[config.mk]
export PLATFORM = sky130hd
export DESIGN_NAME = n64_bit_encoder
export DESIGN_NICKNAME = d
export VERILOG_FILES = /design/src/rtl/n64_bit_encoder.sv
export SDC_FILE = /design/constraint.sdc
export NUM_CORES = 1
export LEC_CHECK = 0
export BUFFER_PORTS_ARGS = -buffer_cell sky130_fd_sc_hd__buf_2
export CORE_MARGIN = 1
export CORE_UTILIZATION = 45
export DETAILED_ROUTE_END_ITERATION = 10
export PLACE_DENSITY = 0.61
export SYNTH_ARGS = -nofsm -noshare
export SYNTH_HDL_FRONTEND = slang
export SYNTH_SLANG_ARGS = --single-unit
[constraint.sdc]
create_clock -name clk -period 2.2 [get_ports clk]
set_input_delay 0.22 -clock clk [delete_from_list [all_inputs] [get_ports clk]]
set_output_delay 0.22 -clock clk [all_outputs]
set_load 0.05 [all_outputs]
[src/rtl/n64_bit_encoder.sv]
// Pulse-width line encoder: pulls bits from an upstream serializer and drives
// the one-wire controller line with 4-unit bit cells followed by a 2-unit stop bit.
module n64_bit_encoder #(
   parameter int UNIT_CYCLES = 24,
   parameter int COUNT_WIDTH = 7
) (
   input  logic clk,
   input  logic reset,
   input  logic start,
   output logic bit_request,
   input  logic bit_strobe,
   input  logic bit_data,
   output logic tx_drive,
   output logic busy,
   output logic done
);

   localparam logic [COUNT_WIDTH-1:0] LEN1 = COUNT_WIDTH'(UNIT_CYCLES - 1);
   localparam logic [COUNT_WIDTH-1:0] LEN2 = COUNT_WIDTH'(2 * UNIT_CYCLES - 1);
   localparam logic [COUNT_WIDTH-1:0] LEN3 = COUNT_WIDTH'(3 * UNIT_CYCLES - 1);

   typedef enum logic [2:0] {IDLE, FETCH, LOW, HIGH, STOP} state_t;

   state_t                 state, state_n;
   logic [COUNT_WIDTH-1:0] cnt, cnt_n;
   logic                   cur, cur_n;
   logic                   have_next, have_next_n;
   logic                   next_bit, next_bit_n;
   logic                   sample;
   logic                   req_n, busy_n, done_n, tx_n;
   logic                   avail, avail_data;

   // sample marks the one cycle after a request in which upstream answers
   always_ff @(posedge clk) begin
      if (reset) begin
         state       <= IDLE;
         cnt         <= '0;
         cur         <= 1'b0;
         have_next   <= 1'b0;
         next_bit    <= 1'b0;
         sample      <= 1'b0;
         bit_request <= 1'b0;
         busy        <= 1'b0;
         done        <= 1'b0;
         tx_drive    <= 1'b0;
      end else begin
         state       <= state_n;
         cnt         <= cnt_n;
         cur         <= cur_n;
         have_next   <= have_next_n;
         next_bit    <= next_bit_n;
         sample      <= bit_request;
         bit_request <= req_n;
         busy        <= busy_n;
         done        <= done_n;
         tx_drive    <= tx_n;
      end
   end

   // With U=2 the answer arrives on HIGH's last cycle, so bypass the latch
   assign avail      = sample ? bit_strobe : have_next;
   assign avail_data = sample ? bit_data   : next_bit;

   always_comb begin
      state_n     = state;
      cnt_n       = cnt;
      cur_n       = cur;
      have_next_n = have_next;
      next_bit_n  = next_bit;
      req_n       = 1'b0;
      busy_n      = busy;
      done_n      = 1'b0;
      if (sample) begin
         have_next_n = bit_strobe;
         next_bit_n  = bit_data;
      end
      case (state)
         IDLE: begin
            if (start) begin
               req_n   = 1'b1;
               busy_n  = 1'b1;
               state_n = FETCH;
            end
         end
         FETCH: begin
            if (sample) begin
               if (bit_strobe) begin
                  cur_n   = bit_data;
                  cnt_n   = bit_data ? LEN1 : LEN3;
                  state_n = LOW;
               end else begin
                  state_n = IDLE;
                  done_n  = 1'b1;
                  busy_n  = 1'b0;
               end
            end
         end
         LOW: begin
            if (cnt == '0) begin
               state_n     = HIGH;
               cnt_n       = cur ? LEN3 : LEN1;
               req_n       = 1'b1;
               have_next_n = 1'b0;
            end else begin
               cnt_n = cnt - 1'b1;
            end
         end
         HIGH: begin
            if (cnt == '0) begin
               if (avail) begin
                  cur_n   = avail_data;
                  cnt_n   = avail_data ? LEN1 : LEN3;
                  state_n = LOW;
               end else begin
                  cnt_n   = LEN2;
                  state_n = STOP;
               end
            end else begin
               cnt_n = cnt - 1'b1;
            end
         end
         STOP: begin
            if (cnt == '0) begin
               state_n = IDLE;
               done_n  = 1'b1;
               busy_n  = 1'b0;
            end else begin
               cnt_n = cnt - 1'b1;
            end
         end
         default: state_n = IDLE;
      endcase
      tx_n = (state_n == LOW) || (state_n == STOP);
   end

endmodule

# Yosys cells after proc, flatten, opt, wreduce, memory -nomap -nowiden
# Cells that the tools add are included.
[classes]
n_addsub = 1
reduce_logical = 9
muxes = 38
eq_ne = 14
[op_table]
columns = ["cell", "count"]
rows = [
  ["$mux W7", 9],
  ["$pmux W7 S4", 1],
  ["$mux W3", 6],
  ["$mux W1", 16],
  ["$ne A2 B2 Y1 const B", 8],
  ["$pmux W3 S5", 1],
  ["$reduce_and A5 Y1", 2],
  ["$eq A3 B2 Y1 const B", 3],
  ["$logic_not A7 Y1", 1],
  ["$sub A7 B1 Y7 const B", 1],
  ["$eq A3 B3 Y1 const B", 2],
  ["$pmux W1 S2", 3],
  ["$reduce_and A4 Y1", 1],
  ["$reduce_bool A4 Y1", 1],
  ["$eq A3 B1 Y1 const B", 1],
  ["$logic_not A3 Y1", 1],
  ["$pmux W1 S3", 1],
  ["$reduce_bool A3 Y1", 1],
  ["$mux W2", 1],
  ["$reduce_bool A2 Y1", 1],
  ["$logic_or A1 B1 Y1", 1],
]
[totals]
output_inout_bits = 4
input_bits = 5
elab_cells = 72
regBits = 18

# Logic depth before layout (Yosys ltp)
# Gate-level depths: netlist of run 1.
[logic_depth]
word_depth = 6
mapped_depth = 7
ltp_nobuf = 7

# Worst setup path before layout of run 1
# No wires, ideal clock.
[synth_timing]
path_kind = "register -> register"
startpoint = "reg cnt[4]"
endpoint = "reg cnt[2]"
n_path_buf = 0
period_less_slack_ns = 1.646
t_required_ns = 2.114
path_stages_with_launch = 6
arrival_ns = 1.560
setup_ns = 0.086
setup_slack_ns = 0.554
cell_sequence = "dfxtp_1 -> or4_4 -> o21ai_4 -> o21a_4 -> nor2_2 -> a221oi_2"
[synth_via]
elab_chain_cells = 3
elab_cells_between_ends = 6
cone_classes = "1 x eq/ne; 3 x mux; 2 x reduce/logical"
[synth_lines]
columns = ["element", "line_no", "rtl"]
rows = [
  ["from (decl)", "25", "logic [COUNT_WIDTH-1:0] cnt, cnt_n;"],
  ["from (signal assigned)", "48", "cnt <= cnt_n;"],
  ["$logic_not A7 Y1 *", "99, 109, 123", ""],
  ["$mux W7, or another cell as far along", "109", "if (cnt == '0) begin"],
  ["$pmux W7 S4 / $reduce_and A4 Y1 (equally long branches)", "--", ""],
]
# Mark *: on every way between the ends. The rest lies on a longest branch, timed or not.
# A chain may end at the register's enable or synchronous reset.

# Worst setup path after layout of run 1
[layout_timing]
startpoint = "reg state[2]"
endpoint = "reg cnt[2]"
[layout_via]
elab_chain_cells = 3
elab_cells_between_ends = 10
cone_classes = "7 x eq/ne; 1 x mux; 2 x reduce/logical"
[layout_lines]
columns = ["element", "line_no", "rtl"]
rows = [
  ["from (decl)", "24", "state_t state, state_n;"],
  ["from (signal assigned)", "47", "state <= state_n;"],
  ["$eq A3 B3 Y1, or another cell as far along", "77", "case (state)"],
  ["$reduce_bool A4 Y1 (no source line) / $ne A2 B2 Y1 (equally long branches)", "--", ""],
  ["$reduce_and A4 Y1 (no source line)", "--", ""],
]
# Parallel ways exist; a longest one is shown, timed or not.

==> results_dict.tcl, run 1 <==
set metrics [dict create \
    cts_tree "yes" \
    dr.pass1.iters 4 \
    finalHoldViolations 0 \
    drc 0 \
    syn_nets 145 \
    report.final.setup_viol 0 \
    slew_headroom_pct 62.3 \
    drt_iter0_markers 21 \
    ir_drop_mv 0.381 \
    clock_latency_ns 0.31 \
    grt_pass1_vias 898 \
    synth_seq_area_share_pct 31.1 \
    holdPathEnd "next_bit$_SDFF_PP0_" \
    maxSlewViolCount 0 \
    gp_congestion 0.819 \
    rows 18 \
    finalCriticalPeriod_ns 1.94 \
    area_delta_synth_final_pct 6.36 \
    synth_edf_count 0 \
    clk_pin_slew_ns 0.12 \
    yosys.area.top_type "dfxtp_1" \
    reg2reg_slack_ns 0.26 \
    grt_setup_unrepaired "no" \
    io_pins 9 \
    overflow 0 \
    layout_commonest_cell "dfxtp_1" \
    cts_max_level 1 \
    drive_gt1_share_pct 21.5 \
    dieHeight_um 52.8 \
    max_stage_delay_ns 0.67 \
    worstPathCellList "nor3b_2 -> o21ai_4 -> o21ai_1 -> o21ai_0 -> a221oi_2" \
    synth_ff_type "dfxtp_1" \
    ys_ff_latch 18 \
    ant_nets 0 \
    cts_root_buf "clkbuf_4" \
    dp.cells 170 \
    yosysTopAreaCellShare_pct 31.1 \
    hpwl_um 1820 \
    synth.distinct_cells 51 \
    synthSimpleGateAreaFrac_pct 28.5 \
    start_util_pct 47.2 \
    avgViaCountPerCell 5.95 \
    diodes 0 \
    design.core.area_sq_mm 0.00245 \
    required_ns 2.43 \
    final_cell_mix "dfxtp_1 (18), nor2_1 (14), a21oi_1 (11)" \
    cts_setup_buffers 0 \
    p_leak_nw 0.453 \
    vias 1036 \
    cts.repair.resized 0 \
    cp_max_fo 17 \
    netlist_area_sq_mm 0.00116 \
    fin_cells 174 \
    fin_setup_tns_ns 0 \
    nNetsFinal 152 \
    worstPathArrival_ns 2.17 \
    synth_warnings 0 \
    r2r_cells 5 \
    dieArea_sq_mm 0.00278 \
    numCtsBuffers 3 \
    fmax_mhz 517 \
    grt_pass1_wl_um 4200 \
    ctsHoldBuffers 0 \
    worst_pin_slew_ns 0.564 \
    hp-class "in -> reg" \
    grt_use_total_pct 21.0 \
    regToRegStartpoint "state[2]$_SDFF_PP0_" \
    io_buffers 8 \
    critPathCaptureType "flip-flop" \
    numClockSinks 18 \
    cap_violations 0 \
    min-delay-start "bit_data" \
    synth_mux_area_share_pct 2.91 \
    path_buf_inv 0 \
    start_kind "flip-flop" \
    routed_wl_um 2530 \
    synthXorXnorAreaFrac_pct 2.27 \
    wl_per_cell_um 14.5 \
    die_x_um 52.8 \
    clk_path_buf_depth 2 \
    syn_area_per_cell_sq_um 8.40 \
    synth_compound_area_share_pct 27.7 \
    synthTopCellsByArea "dfxtp_1 (31%), a21oi_1 (4.7%), nor2_1 (4.5%)" \
    grt_antenna_before_repair 0 \
    setup.worst_path.class "reg -> reg" \
    synthCells 138 \
    slowest_stage "dfxtp_1" \
    power_density_mw_per_mm2 540 \
    status "finished, final reports clean" \
    synthAdderAreaFrac_pct 2.16 \
    ys_async_sr_fraction_pct 0 \
    synth_top_family_by_area "simple AND/OR/NAND/NOR gates" \
    cp_top_family "compound AO/OA/AOI/OAI gates" \
    hold_depth 3 \
    r2r_end "cnt[2]$_SDFFE_PP0P_" \
    fin_crit_sh_pct 88.0 \
    fill_cells 263 \
    skew_ns 0.0105 \
    grt_max_degree 20 \
]
[how the worst max path moves through the flow]
stage / start / to / slack (ns) / cells after the start
2_1_floorplan: cnt[4]$_SDFFE_PP0P_ / cnt[2]$_SDFFE_PP0P_ / 0.55 / 5
3_3_place_gp: state[2]$_SDFF_PP0_ / cnt[2]$_SDFFE_PP0P_ / 0.30 / 5
3_5_place_dp: state[2]$_SDFF_PP0_ / cnt[2]$_SDFFE_PP0P_ / 0.35 / 5
4_1_cts: state[2]$_SDFF_PP0_ / cnt[2]$_SDFFE_PP0P_ / 0.30 / 5
5_1_grt: state[2]$_SDFF_PP0_ / cnt[2]$_SDFFE_PP0P_ / 0.13 / 5
6_report: state[2]$_SDFF_PP0_ / cnt[2]$_SDFFE_PP0P_ / 0.26 / 5
[registers in the layout (all words and copies together), names as in the netlist]
signal / count
sample: 1
done: 1
tx_drive: 1
next_bit: 1
have_next: 1
cur: 1
state: 3
cnt: 7
bit_request: 1
busy: 1
[layout make-up]
type                            count  area, sq um  share of cell area (%)
Inverter                            6         22.5                    1.83
Timing Repair Buffer                8         40.0                    3.25
Clock buffer                        4         36.3                    2.94
Multi-Input combinational cell    108          737                    59.7
Tap cell                           30         37.5                    3.04
Sequential cell                    18          360                    29.2
[worst register-to-register path: stages (launching register included)]
cell	delay (ns)
dfxtp_1	0.67
nor3b_2	0.39
o21ai_4	0.14
o21ai_1	0.19
o21ai_0	0.18
a221oi_2	0.27
[per-stage QoR]
step / power [mW] / hold WS, ns / cell area [sq um] / worst slack [ns] / util [%]
6_report: 0.667 / 0.206 / 1230 / 0.265 / 50.3
5_1_grt: 0.704 / 0.199 / 1230 / 0.130 / 50.3
4_1_cts: 0.677 / 0.205 / 1230 / 0.301 / 50.3
3_5_place_dp: 0.454 / 0.451 / 1200 / 0.346 / 48.8
3_3_place_gp: 0.452 / 0.440 / 1200 / 0.297 / 48.8
2_1_floorplan: 0.432 / 0.367 / 1160 / 0.554 / -
[cell families (layout without fill, tap and decap cells)]
group | count (synthesis) | in the layout
compound gates | 44 | 44
fa+ha+maj | 2 | 2
simple gates | 56 | 56
buf+inv | 12 | 18
xor+xnor | 3 | 3
mux | 3 | 3
flops | 18 | 18
[per-layer routing]
layer	up-vias	track usage, %	share of wire [%]	wire, um
met5	-	0	0	0
met4	0	5.26	0.95	24
met3	5	4.35	3.4	85
met2	20	33.8	45	1140
met1	493	28.2	50	1270
li1	518	-	-	-
[Yosys cell counts, drive strengths merged, types with 3 or more instances]
master  instances
a21oi          12
nor2b           6
dfxtp          18
nor4            3
inv             6
mux2i           3
nand3b          3
nand3           3
nand2           6
nand4           3
o21ai          12
a211oi          3
nor2           16
nor3            3
clkbuf          5
nand2b          4
a31oi           3
[power by group]
| part | switching (mW) | internal, mW | leakage [nW] |
|---|---|---|---|
| logic | 0.0622 | 0.0356 | 0.286 |
| registers | 0.0139 | 0.335 | 0.146 |
| clock network | 0.119 | 0.101 | 0.0210 |
Note: power is estimated with default switching activity, not from simulation.
==> inputs of run 2 (changes only) <==
CORE_UTILIZATION = 50   (was 45)
PLACE_DENSITY = 0.66   (was 0.61)
==> run 2 against run 1 <==
Net effect:
- sequential power about the same
- non-clock buffer count up 1
- via count up 2.0%
- worst hold slack better by 0.028 ns
- global-route usage up 1.3 points
- critical path type unchanged
- largest cell class unchanged
==> results_dict.tcl, run 2 (synthesis gave the netlist of run 1 again) <==
set metrics [dict create \
    status "finished, final reports clean" \
    p_seq_share_pct 57.4 \
    slew_headroom_pct 60.5 \
    cts_setup_buffers 0 \
    grt_pass1_vias 940 \
    hp-class "in -> reg" \
    maxSlewViolCount 0 \
    layout_commonest_cell "dfxtp_1" \
    start_kind "flip-flop" \
    regToRegStartpoint "cnt[0]$_SDFFE_PP0P_" \
    required_ns 2.42 \
    pre_cts_slack_ns 0.368 \
    final_cell_mix "dfxtp_1 (18), nor2_1 (14), a21oi_1 (11)" \
    largest_register_ffs 7 \
    reg2reg_slack_ns 0.34 \
    grt_setup_unrepaired "no" \
    overflow 0 \
    routed_wl_um 2570 \
    dp.cells 169 \
    cts_root_buf "clkbuf_4" \
    finalCriticalPeriod_ns 1.86 \
    hpwl_um 1880 \
    die_x_um 50.2 \
    vias 1057 \
    finalWorstSetupSlack_ns 0.345 \
    power_density_mw_per_mm2 497 \
    setup.worst_path.class "reg -> reg" \
    worstPathArrival_ns 2.07 \
    dr.pass1.iters 4 \
    cap_violations 0 \
    r2r_end "cnt[2]$_SDFFE_PP0P_" \
    p_total_mw 0.609 \
    drc 0 \
    finalHoldViolations 0 \
    diodes 0 \
    internal-power_mw 0.434 \
    pwr-share-comb_pct 16.1 \
    cts_max_level 1 \
    design.core.area_sq_mm 0.00219 \
    r2r_cells 7 \
    grt_use_total_pct 22.3 \
    grt_antenna_before_repair 0 \
    start_util_pct 52.9 \
    avgViaCountPerCell 6.15 \
    drive_gt1_share_pct 21.5 \
    cts.repair.resized 0 \
    critPathCaptureType "flip-flop" \
    holdPathEnd "next_bit$_SDFF_PP0_" \
    numCtsBuffers 3 \
    area_delta_synth_final_pct 5.61 \
    cp_max_fo 7 \
    clk_pin_slew_ns 0.10 \
    fmax_mhz 539 \
    ant_nets 0 \
    p_clk_share_pct 26.6 \
    gp_congestion 0.867 \
    numClockSinks 18 \
    worst_pin_slew_ns 0.592 \
    report.final.setup_viol 0 \
    fin_crit_sh_pct 84.3 \
    min-delay-start "bit_data" \
    clock_latency_ns 0.30 \
    wl_per_cell_um 14.9 \
    skew_ns 0.00723 \
    p_leak_nw 0.451 \
    drt_iter0_markers 29 \
    nNetsFinal 153 \
    rows 17 \
    clk_path_buf_depth 2 \
    io_buffers 8 \
    fin_setup_tns_ns 0 \
    dieArea_sq_mm 0.00252 \
    ctsHoldBuffers 0 \
    cts_tree "yes" \
    grt_pass1_wl_um 4270 \
    p_sw_mw 0.174 \
    netSwitchingFraction_pct 28.6 \
    final_util_pct 55.9 \
    fin_cells 172 \
    dieHeight_um 50.2 \
    grt_max_degree 20 \
    top_register "cnt" \
    hold_depth 3 \
    reg.largest.list "cnt (7), state (3)" \
    io_pins 9 \
    ir_drop_mv 0.419 \
]
-- run 2: changes by cell type in the layout (fill, tap and decap cells not counted), sizes merged --
cell and delta:
buf +1, clkbuf -1
-- run 2: stage by stage --
stage	area, sq um	hold slack (ns)
2_1_floorplan	1160	0.367
6_report	1220	0.234
4_1_cts	1220	0.236
3_5_place_dp	1200	0.448
3_3_place_gp	1200	0.435
5_1_grt	1220	0.234
-- run 2: metal layers --
metal	up-vias	track usage (%)	routed length (um)	part of all wire (%)
met5	-	0	0	0
met4	0	10.0	67	2.6
met3	7	2.12	99	3.9
met2	27	35.6	1220	47
met1	509	30.3	1190	46
li1	514	-	-	-
-- run 2: power groups by stage --
stage | logic (mW) | clock network (mW) | registers, mW
after floorplan | 0.0726 | 0 | 0.360
after global placement | 0.0963 | 0 | 0.356
after detailed placement | 0.0973 | 0 | 0.356
after CTS | 0.0976 | 0.163 | 0.349
after global routing | 0.107 | 0.176 | 0.351
final | 0.0978 | 0.162 | 0.349
-- run 2: worst max-delay path by stage --
stage	from	to	slack (ns)	cells past startpoint
final	cnt[0]$_SDFFE_PP0P_	cnt[2]$_SDFFE_PP0P_	0.34	7
after global routing	cnt[0]$_SDFFE_PP0P_	cnt[2]$_SDFFE_PP0P_	0.23	7
after CTS	cnt[0]$_SDFFE_PP0P_	cnt[2]$_SDFFE_PP0P_	0.34	7
after detailed placement	cnt[0]$_SDFFE_PP0P_	cnt[2]$_SDFFE_PP0P_	0.37	7
after global placement	cnt[0]$_SDFFE_PP0P_	cnt[1]$_SDFFE_PP0P_	0.42	7
after floorplan	cnt[4]$_SDFFE_PP0P_	cnt[2]$_SDFFE_PP0P_	0.55	5
-- run 2: layout make-up --
type	count	area, sq um
Sequential cell	18	360
Fill cell	221	966
Clock buffer	3	22.5
Timing Repair Buffer	9	47.5
Inverter	6	22.5
Multi-Input combinational cell	108	737
Tap cell	28	35.0
-- run 2: worst max-delay path, stage by stage (launching register included) --
cell and delay (ns):
dfxtp_1 0.34, inv_1 0.14, ha_1 0.17, or2b_2 0.36, o21ai_4 0.24, o21a_4 0.21
nor2_2 0.07, a221oi_2 0.23
==> inputs of run 3 (changes only) <==
PLACE_DENSITY = 0.69   (was 0.66)
clock period = 1.6 ns   (was 2.2 ns; I/O delays follow)
==> run 3 against run 2 <==
Net effect:
- the flow now finishes with violations (negative setup slack)
- clock skew shrank 0.0042 ns
- design area grew 21%
- worst setup slack lost 0.46 ns
- global-route usage grew 4.4 points
- clock-buffer cell count grew 1
- clock power grew 85%
- final cell count grew 13%
- sequential power grew 36%
- critical path type unchanged
- critical endpoint is now cnt[6]$_SDFFE_PP0P_
- largest power group unchanged
==> results_dict.tcl, run 3 (synthesis gave the netlist of run 1 again) <==
set metrics [dict create \
    numCtsBuffers 3 \
    grt_setup_unrepaired "yes" \
    p_sw_mw 0.283 \
    final_cell_mix "buf_4 (19), nor2_1 (14), dfxtp_1 (14)" \
    power_density_mw_per_mm2 649 \
    required_ns 1.86 \
    finalCriticalPeriod_ns 1.72 \
    dieArea_sq_mm 0.00252 \
    pwr-share-comb_pct 19.4 \
    finalWorstSetupSlack_ns -0.118 \
    cts_root_buf "clkbuf_4" \
    ir_drop_mv 0.495 \
    cts_tree "yes" \
    violations "negative setup slack" \
    clock_latency_ns 0.31 \
    start_util_pct 52.9 \
    drive_gt1_share_pct 38.0 \
    grt_use_total_pct 26.7 \
    ctsHoldBuffers 0 \
    cts_max_level 1 \
    grt_antenna_before_repair 0 \
    slew_headroom_pct 70.6 \
    netSwitchingFraction_pct 29.5 \
    routed_wl_um 3120 \
    finalHoldViolations 0 \
    cp_max_fo 5 \
    fin_cells 194 \
    clk_path_buf_depth 2 \
    design.core.area_sq_mm 0.00219 \
    dieHeight_um 50.2 \
    reg.largest.list "cnt (7), state (3)" \
    clk_pin_slew_ns 0.11 \
    critPathCaptureType "flip-flop" \
    p_leak_nw 0.575 \
    worstPathArrival_ns 1.98 \
    worst_pin_slew_ns 0.440 \
    internal-power_mw 0.676 \
    report.final.setup_viol 6 \
    status "complete, but fails checks" \
    rows 17 \
    p_seq_share_pct 49.3 \
    gp_congestion 0.944 \
    fin_crit_sh_pct 107 \
    area_delta_synth_final_pct 27.4 \
    top_register "cnt" \
    layout_commonest_cell "buf_4" \
    maxSlewViolCount 0 \
    fmax_mhz 582 \
    p_clk_share_pct 31.3 \
    drc 0 \
    setup.worst_path.class "reg -> reg" \
    hpwl_um 2080 \
    diodes 0 \
    dr.pass1.iters 4 \
    io_pins 9 \
    die_x_um 50.2 \
    io_buffers 8 \
    dp.cells 188 \
    hold_ws_ns 0.155 \
    numClockSinks 18 \
    nNetsFinal 174 \
    skew_ns 0.00299 \
    ant_nets 0 \
    cap_violations 0 \
    largest_register_ffs 7 \
    grt_max_degree 20 \
    grt_pass1_wl_um 4990 \
    drt_iter0_markers 60 \
    vias 1189 \
    avgViaCountPerCell 6.13 \
    wl_per_cell_um 16.1 \
    start_kind "flip-flop" \
    grt_pass1_vias 1098 \
    overflow 0 \
    hp-class "in -> reg" \
]
==> run 3: changes by cell type in the layout (fill, tap and decap cells not counted), sizes merged <==
cell,delta
buf,+21
clkbuf,+1
==> run 3: power groups by stage <==
stage	registers [mW]	logic, mW	clock network (mW)
global route	0.476	0.201	0.321
CTS	0.472	0.176	0.309
floorplan	0.495	0.101	0
detailed placement	0.484	0.171	0
global placement	0.483	0.168	0
finish	0.473	0.186	0.300
==> run 3: path summary, 6_finish.rpt <==
check                          from                   to  slack (ns)  cells past startpoint
min                        bit_data  next_bit$_SDFF_PP0_        0.15                      3
max reg2reg     cnt[4]$_SDFFE_PP0P_  cnt[6]$_SDFFE_PP0P_       -0.12                      5
min reg2reg  bit_request$_SDFF_PP0_    sample$_SDFF_PP0_        0.49                      1
max             cnt[4]$_SDFFE_PP0P_  cnt[6]$_SDFFE_PP0P_       -0.12                      5
==> run 3: layer usage <==
metal | global-route usage (%) | part of all wire (%)
met4 | 12.9 | 1.5
met3 | 3.94 | 7.8
met1 | 35.8 | 41
met2 | 41.6 | 49
met5 | 0 | 0
==> run 3: metrics by stage <==
step	util (%)	worst slack [ns]	total power [mW]	TNS [ns]	instance area, sq um
after floorplan	-	0.0163	0.596	0	1160
after global placement	61.6	-0.0778	0.651	-0.155	1350
after detailed placement	61.6	-0.0757	0.655	-0.171	1350
after CTS	65.0	-0.0926	0.957	-0.397	1420
after global routing	67.4	-0.162	0.998	-1.01	1480
final	67.4	-0.118	0.959	-0.521	1480
==> run 3: what timing repair did <==
| action | in CTS | in global routing |
|---|---|---|
| endpoints found under the setup margin | 6 | 12 |
| pin swaps | 5 | 8 |
| buffers inserted | 1 | 2 |
| resized for setup | 7 | 13 |
==> run 3: worst max-delay path, cell delays in order (launching register included) <==
cell     delay (ns)
dfxtp_4        0.38
or4_4          0.55
o21ai_4        0.23
o21a_4         0.21
and3_4         0.19
a31o_1         0.10
==> run 3: area by class of cell <==
class | instances | area (sq um)
clock buffers | 4 | 36.3
fillers | 161 | 713
inverters | 6 | 22.5
multi-input cells | 108 | 800
flip-flops and latches | 18 | 368
well taps | 28 | 35.0
repair buffers | 30 | 216
